**config.mk**
```make
export PLATFORM = sky130hd
export DESIGN_NAME = ks_adder_pipe
export DESIGN_NICKNAME = d
export VERILOG_FILES = /design/src/rtl/ksa_pkg.sv /design/src/rtl/ksa_prefix_cell.sv /design/src/rtl/ks_adder_pipe.sv
export SDC_FILE = /design/constraint.sdc
export NUM_CORES = 1
export LEC_CHECK = 0
export ABC_AREA = 1
export CAP_MARGIN = 20
export CORE_MARGIN = 5
export CORE_UTILIZATION = 50
export CTS_BUF_LIST = sky130_fd_sc_hd__clkbuf_4 sky130_fd_sc_hd__clkbuf_8
export DETAILED_ROUTE_END_ITERATION = 10
export GPL_TIMING_DRIVEN = 0
export PLACE_DENSITY = 0.71
export SYNTH_ARGS = -nofsm -noshare
export SYNTH_HDL_FRONTEND = slang
export SYNTH_SLANG_ARGS = --single-unit
```
**constraint.sdc**
```tcl
create_clock -name clk -period 1.2 [get_ports clk]
set_input_delay 0.24 -clock clk [delete_from_list [all_inputs] [get_ports clk]]
set_output_delay 0.24 -clock clk [all_outputs]
set_load 0.01 [all_outputs]
```
**src/rtl/ksa_pkg.sv**
```systemverilog
// Shared constants, types and helpers for the pipelined Kogge-Stone adder.
package ksa_pkg;

   localparam int KSA_MAX_WIDTH = 64;

   typedef struct packed {
      logic g;
      logic p;
   } ksa_gp_t;

   // Ceiling log2; clog2(1) = 0.
   function automatic int clog2(input int value);
      int res;
      int v;
      res = 0;
      v   = value - 1;
      while (v > 0) begin
         res++;
         v = v >> 1;
      end
      return res;
   endfunction

endpackage

```
**src/rtl/ksa_prefix_cell.sv**
```systemverilog
// Kogge-Stone black cell: merges a higher (g,p) group with the adjacent lower group.
module ksa_prefix_cell
   import ksa_pkg::*;
(
   input  logic g_hi,
   input  logic p_hi,
   input  logic g_lo,
   input  logic p_lo,
   output logic g,
   output logic p
);

   ksa_gp_t gp;

   always_comb begin
      gp.g = g_hi | (p_hi & g_lo);
      gp.p = p_hi & p_lo;
   end

   assign g = gp.g;
   assign p = gp.p;

endmodule

```
**src/rtl/ks_adder_pipe.sv**
```systemverilog
// Pipelined Kogge-Stone adder with valid/ready on both sides; one rank per prefix level.
// Optional KSA_SUB_EN adds a 'sub' input that turns the operation into a - b.
module ks_adder_pipe
   import ksa_pkg::*;
#(
   parameter int WIDTH = 8
)
(
   input  logic             clk,
   input  logic             rst_n,
   input  logic             in_valid,
   output logic             in_ready,
   input  logic [WIDTH-1:0] a,
   input  logic [WIDTH-1:0] b,
`ifdef KSA_SUB_EN
   input  logic             sub,
`endif
   input  logic             cin,
   output logic             out_valid,
   input  logic             out_ready,
   output logic [WIDTH-1:0] sum,
   output logic             cout,
   output logic             ovf
);

   localparam int LEVELS = clog2(WIDTH);
   localparam int W      = WIDTH;

   if (WIDTH < 2 || WIDTH > KSA_MAX_WIDTH) begin : g_bad_width
      $error("ks_adder_pipe: WIDTH out of range");
   end

   // Prefix vectors are W+1 wide: index 0 carries cin, index i+1 is operand bit i.
   logic [LEVELS:0][W:0]   g_q, g_d;
   logic [LEVELS:0][W:0]   p_q, p_d;
   logic [LEVELS:0][W-1:0] praw_q, praw_d;
   logic [LEVELS:0]        vld_q, vld_d;

   logic [W-1:0] sum_q, sum_d;
   logic         cout_q, cout_d;
   logic         ovf_q, ovf_d;
   logic         out_valid_q, out_valid_d;

   logic [LEVELS:1][W:0] lvl_g;
   logic [LEVELS:1][W:0] lvl_p;

   logic [W-1:0] b_eff;
   logic         cin_eff;
   logic         stall;
   logic         cout_full;
   logic         p_top;
   logic         unused_prefix;

   always_comb begin
`ifdef KSA_SUB_EN
      b_eff   = sub ? ~b : b;
      cin_eff = sub | cin;
`else
      b_eff   = b;
      cin_eff = cin;
`endif
   end

   genvar k, j;
   for (k = 1; k <= LEVELS; k++) begin : g_level
      for (j = 0; j <= W; j++) begin : g_bit
         if (j >= (1 << (k - 1))) begin : g_cell
            ksa_prefix_cell u_cell (
               .g_hi (g_q[k-1][j]),
               .p_hi (p_q[k-1][j]),
               .g_lo (g_q[k-1][j - (1 << (k - 1))]),
               .p_lo (p_q[k-1][j - (1 << (k - 1))]),
               .g    (lvl_g[k][j]),
               .p    (lvl_p[k][j])
            );
         end else begin : g_pass
            assign lvl_g[k][j] = g_q[k-1][j];
            assign lvl_p[k][j] = p_q[k-1][j];
         end
      end
   end

   // When 2^LEVELS == WIDTH the top group stops one short of the cin slot; fold it in here.
   ksa_prefix_cell u_cout_cell (
      .g_hi (g_q[LEVELS][W]),
      .p_hi (p_q[LEVELS][W]),
      .g_lo (g_q[LEVELS][0]),
      .p_lo (p_q[LEVELS][0]),
      .g    (cout_full),
      .p    (p_top)
   );

   assign unused_prefix = ^{p_q[LEVELS][W-1:0], p_top};

   always_comb begin
      stall       = out_valid_q & ~out_ready;
      g_d         = g_q;
      p_d         = p_q;
      praw_d      = praw_q;
      vld_d       = vld_q;
      sum_d       = sum_q;
      cout_d      = cout_q;
      ovf_d       = ovf_q;
      out_valid_d = out_valid_q;
      if (!stall) begin
         g_d[0]    = {a & b_eff, cin_eff};
         p_d[0]    = {a ^ b_eff, 1'b0};
         praw_d[0] = a ^ b_eff;
         vld_d[0]  = in_valid;
         for (int lv = 1; lv <= LEVELS; lv++) begin
            g_d[lv]    = lvl_g[lv];
            p_d[lv]    = lvl_p[lv];
            praw_d[lv] = praw_q[lv-1];
            vld_d[lv]  = vld_q[lv-1];
         end
         sum_d       = praw_q[LEVELS] ^ g_q[LEVELS][W-1:0];
         cout_d      = cout_full;
         ovf_d       = g_q[LEVELS][W-1] ^ cout_full;
         out_valid_d = vld_q[LEVELS];
      end
   end

   always_ff @(posedge clk or negedge rst_n) begin
      if (!rst_n) begin
         g_q         <= '0;
         p_q         <= '0;
         praw_q      <= '0;
         vld_q       <= '0;
         sum_q       <= '0;
         cout_q      <= 1'b0;
         ovf_q       <= 1'b0;
         out_valid_q <= 1'b0;
      end else begin
         g_q         <= g_d;
         p_q         <= p_d;
         praw_q      <= praw_d;
         vld_q       <= vld_d;
         sum_q       <= sum_d;
         cout_q      <= cout_d;
         ovf_q       <= ovf_d;
         out_valid_q <= out_valid_d;
      end
   end

   assign in_ready  = ~stall;
   assign out_valid = out_valid_q;
   assign sum       = sum_q;
   assign cout      = cout_q;
   assign ovf       = ovf_q;

endmodule

```
==> Flow_metrics.wiki <==
{| class="wikitable"
! Metric !! Value
|-
| Synth-to-layout area growth || 24.25%
|-
| Port Buf Inserts || 32
|-
| Combinational Power Share || 0.312
|-
| Kind of critical path || flip-flop to output port
|-
| Root Buffer Master || sky130_fd_sc_hd__clkbuf_8
|-
| Peak clock frequency supported by timing || 0.7786 GHz
|-
| Number of search-and-repair iterations in the first detailed-routing pass || 4
|-
| Num rows || 32
|-
| Fraction of registers with async set or reset after synthesis || 1.000
|-
| Area post-placement || 0.004302 mm²
|-
| Global router's overall resource usage || 0.1918
|-
| Yosys warns || 0
|-
| Number of H-tree levels || 3
|-
| Final Critical Period || 1.284 ns
|-
| Worst-case setup margin in the final layout || -0.08435 ns
|-
| Antenna Cells || 0
|-
| Synth top area cells || sky130_fd_sc_hd__dfrtp_1, sky130_fd_sc_hd__nand2_1, sky130_fd_sc_hd__o21ai_0, sky130_fd_sc_hd__a21oi_1, sky130_fd_sc_hd__ha_1
|-
| Final #Nets || 495
|-
| Cell variety after synth || 15
|-
| Detailed-route via count || 2897
|-
| Leakage power || 2.379 nW
|-
| Largest net degree at the start of global routing || 54
|-
| Portion of the post-synthesis area used by sequential elements || 0.6275
|-
| Height of the chip || 97.51 µm
|-
| Synthesized instance count || 409
|-
| Most instantiated cells after synthesis || sky130_fd_sc_hd__nand2_1, sky130_fd_sc_hd__dfrtp_1, sky130_fd_sc_hd__o21ai_0
|-
| Wirelength per Cell || 15.03 µm
|-
| Final setup violation count || 47
|-
| Number of flops mapped to enable cells by yosys || 0
|-
| DRC || 0
|-
| Pins over their slew limit || 0
|-
| Leading cell type by number of instances after synthesis || sky130_fd_sc_hd__nand2_1
|-
| Horizontal die dimension || 97.51 µm
|-
| Post-synthesis sequential element count || 96
|-
| Remaining antenna violation count after routing || 0
|-
| Clk network pwr share || 0.216
|-
| Register share of total power || 0.472
|-
| Sw Ratio || 0.3416
|-
| Pwr/cell area || 2420 mW/mm²
|-
| Cell class contributing the biggest share of worst-path delay || flip-flops
|-
| Top-area cell type share of the netlist area || 0.6275
|-
| Share of the cycle needed by the critical path after routing || 1.070
|-
| Largest clock skew in the final design || 0.005443 ns
|-
| Critical-path cell with the highest stage delay || sky130_fd_sc_hd__dfrtp_1
|-
| Share of layout cells above drive strength 1 || 0.1401
|-
| Required arrival time at the worst endpoint || 0.96 ns
|-
| Rel. slew slack || 0.7243
|-
| Crit path buf inv count || 1
|-
| Register cell area after layout || 0.002402 mm²
|-
| Num Clock Sinks || 96
|-
| Placed Cells || 544
|-
| CTS tree || yes
|-
| Residual overflow from global routing || 0
|-
| Maximum cell stage delay along the critical path || 0.41 ns
|-
| First-pass GRT wire length || 14.70 mm
|-
| CTS Buf Count || 9
|-
| Share of the core filled with cells || 0.6253
|-
| Vias per std cell || 5.056
|-
| Peak supply drop || 0.001013 V
|-
| Post-synthesis instance area || 0.003829 mm²
|-
| Chain of cells forming the critical path || dlygate4sd2_1
|-
| Die outline area || 0.009507 mm²
|-
| Dominant register cell in the synthesized netlist || sky130_fd_sc_hd__dfrtp_1
|-
| Final weighted congestion in routability-driven placement || 0.8120
|-
| Number of max-capacitance violations reported || 0
|-
| Post-Syn Nets || 438
|-
| Number of DRC markers in iteration 0 || 173
|-
| Number of buffers between clock root and the deepest sink || 2
|-
| Clock transition at the registers of the reported paths || 0.09 ns
|-
| Final-report hold violation count || 0
|-
| Top-level port count || 33
|-
| Cell-internal power || 0.007580 W
|-
| Leading area contributor after synthesis || sky130_fd_sc_hd__dfrtp_1
|-
| Worst min-delay path class || primary input to async pin
|-
| Type of element launching the critical path || flip-flop
|-
| Switch Pwr || 0.003932 W
|-
| Mean cell area of the mapped netlist || 9.361 µm²
|-
| Setup repair after global routing missed its margin || true
|-
| Core footprint || 0.007607 mm²
|-
| Routed Wire Length || 8.612 mm
|-
| DP Wirelength || 5.764 mm
|-
| Violated checks || negative setup slack
|-
| Worst hold slack || 0.3698 ns
|-
| Run status || complete, but fails checks
|-
| Initial core utilization || 0.5033
|-
| Setup crit end kind || output port
|-
| Max Fanout on Critical Path || 3
|-
| Fillers || 670
|-
| Worst-margin pin slew || 0.4136 ns
|-
| Antenna violations before repair || 0
|-
| Number of global-route vias before repair || 3015
|-
| Final standard cell count with taps included and fillers excluded || 573
|-
| Total area of multi-input combinational cells || 0.001294 mm²
|-
| Final design instance area without fill || 0.004757 mm²
|-
| Clk_lat worst skew || 0.35 ns
|-
| Arrival time of the worst setup path || 1.04 ns
|}
==> layout by cell type (no fill, tap or decap) <==
master                            synthesis  final
sky130_fd_sc_hd__buf_8                    0      3
sky130_fd_sc_hd__buf_4                    6      8
sky130_fd_sc_hd__nand2_1                187    186
sky130_fd_sc_hd__buf_6                    0     12
sky130_fd_sc_hd__o21ai_0                 47     36
sky130_fd_sc_hd__nor2_4                   1      2
sky130_fd_sc_hd__clkinvlp_4               0      1
sky130_fd_sc_hd__dfrtp_1                 96     96
sky130_fd_sc_hd__clkbuf_2                 0      1
sky130_fd_sc_hd__o21ai_2                  0      2
sky130_fd_sc_hd__bufinv_16                0      3
sky130_fd_sc_hd__a21oi_1                 20     20
sky130_fd_sc_hd__nand2_2                  1      2
sky130_fd_sc_hd__clkbuf_4                 0      2
sky130_fd_sc_hd__clkbuf_8                 0      9
sky130_fd_sc_hd__dlygate4sd3_1            0      1
sky130_fd_sc_hd__ha_1                     8      8
sky130_fd_sc_hd__nand3b_1                 1      1
sky130_fd_sc_hd__xnor2_1                  8      8
sky130_fd_sc_hd__buf_16                   0      1
sky130_fd_sc_hd__dlygate4sd2_1            0      2
sky130_fd_sc_hd__inv_4                    0      1
sky130_fd_sc_hd__inv_1                   12     12
sky130_fd_sc_hd__clkinv_2                 0      2
sky130_fd_sc_hd__o21ai_1                  0      9
sky130_fd_sc_hd__buf_2                    9     13
sky130_fd_sc_hd__nand3_1                  8      8
sky130_fd_sc_hd__clkbuf_16                0      2
sky130_fd_sc_hd__clkdlybuf4s50_1          0     18
sky130_fd_sc_hd__buf_12                   0      2
==> state kept, by name, summed over array words and instances (netlist names) <==
name / flops
vld_q: 4
sum: 8
ovf: 1
praw_q: 32
out_valid: 1
cout: 1
p_q: 13
g_q: 36
==> layout make-up <==
class	count	share of cell area
buffer	19	0.04629
tap	102	0.02683
inverter	13	0.01078
timing repair buffer	45	0.08890
sequential	96	0.5050
clock buffer	10	0.02762
multi-input combinational	282	0.2720
clock inverter	6	0.02262
==> per-layer routing <==
layer	share of wire	global-route usage	vias up
met5	0	0	-
met4	0.014	0.06922	0
met3	0.045	0.04882	9
met2	0.50	0.3063	70
met1	0.44	0.2540	1402
li1	-	-	1416
==> per-stage QoR <==
stage,power [W],setup slack [ns],TNS [ns]
3_5_place_dp,0.008642,-0.8312,-34.87
6_report,0.01151,-0.08435,-1.861
2_1_floorplan,0.007264,0.1228,0
4_1_cts,0.01124,-0.1002,-0.2248
3_3_place_gp,0.008478,-3.571,-374.54
5_1_grt,0.01241,-0.1325,-5.664
==> cells by family after synthesis <==
group	share of synthesized area
simple gates	0.2003
flops	0.6274
compound gates	0.08758
buf+inv	0.04019
xor+xnor	0.01830
fa+ha+maj	0.02614
==> power groups by stage <==
| stage | Combinational [W] | Sequential (W) | Clock [W] |
|---|---|---|---|
| detailed placement | 0.00315 | 0.00550 | 0 |
| global route | 0.00413 | 0.00561 | 0.00267 |
| floorplan | 0.00192 | 0.00535 | 0 |
| finish | 0.00359 | 0.00544 | 0.00249 |
| global placement | 0.00302 | 0.00545 | 0 |
| CTS | 0.00328 | 0.00542 | 0.00254 |
==> path summary, 6_finish.rpt <==
check / start / end / slack (ns) / cells after the start
setup / recovery: out_valid$_DFFE_PN0N_ / out_valid / -0.08 / 1
hold reg to reg: vld_q[3]$_DFFE_PN0N_ / out_valid$_DFFE_PN0N_ / 0.46 / 2
max in group asynchronous: rst_n / ovf$_DFFE_PN0N_ / 0.25 / 3
setup reg to reg: out_valid$_DFFE_PN0N_ / g_q[21]$_DFFE_PN0N_ / -0.07 / 6
hold / removal: rst_n / g_q[28]$_DFFE_PN0N_ / 0.37 / 2
min in group clk: in_valid / vld_q[0]$_DFFE_PN0N_ / 0.42 / 3
==> timing repair <==
item / CTS / global route
hold buffers: 1 / 0
setup endpoints to repair: 65 / 137
hold endpoints to repair: 43 / 0
buffers inserted: 8 / 0
pin swaps: 1 / 0
cloned: 0 / 4
resized for setup: 68 / 35
(Power assumes the default switching activity.)
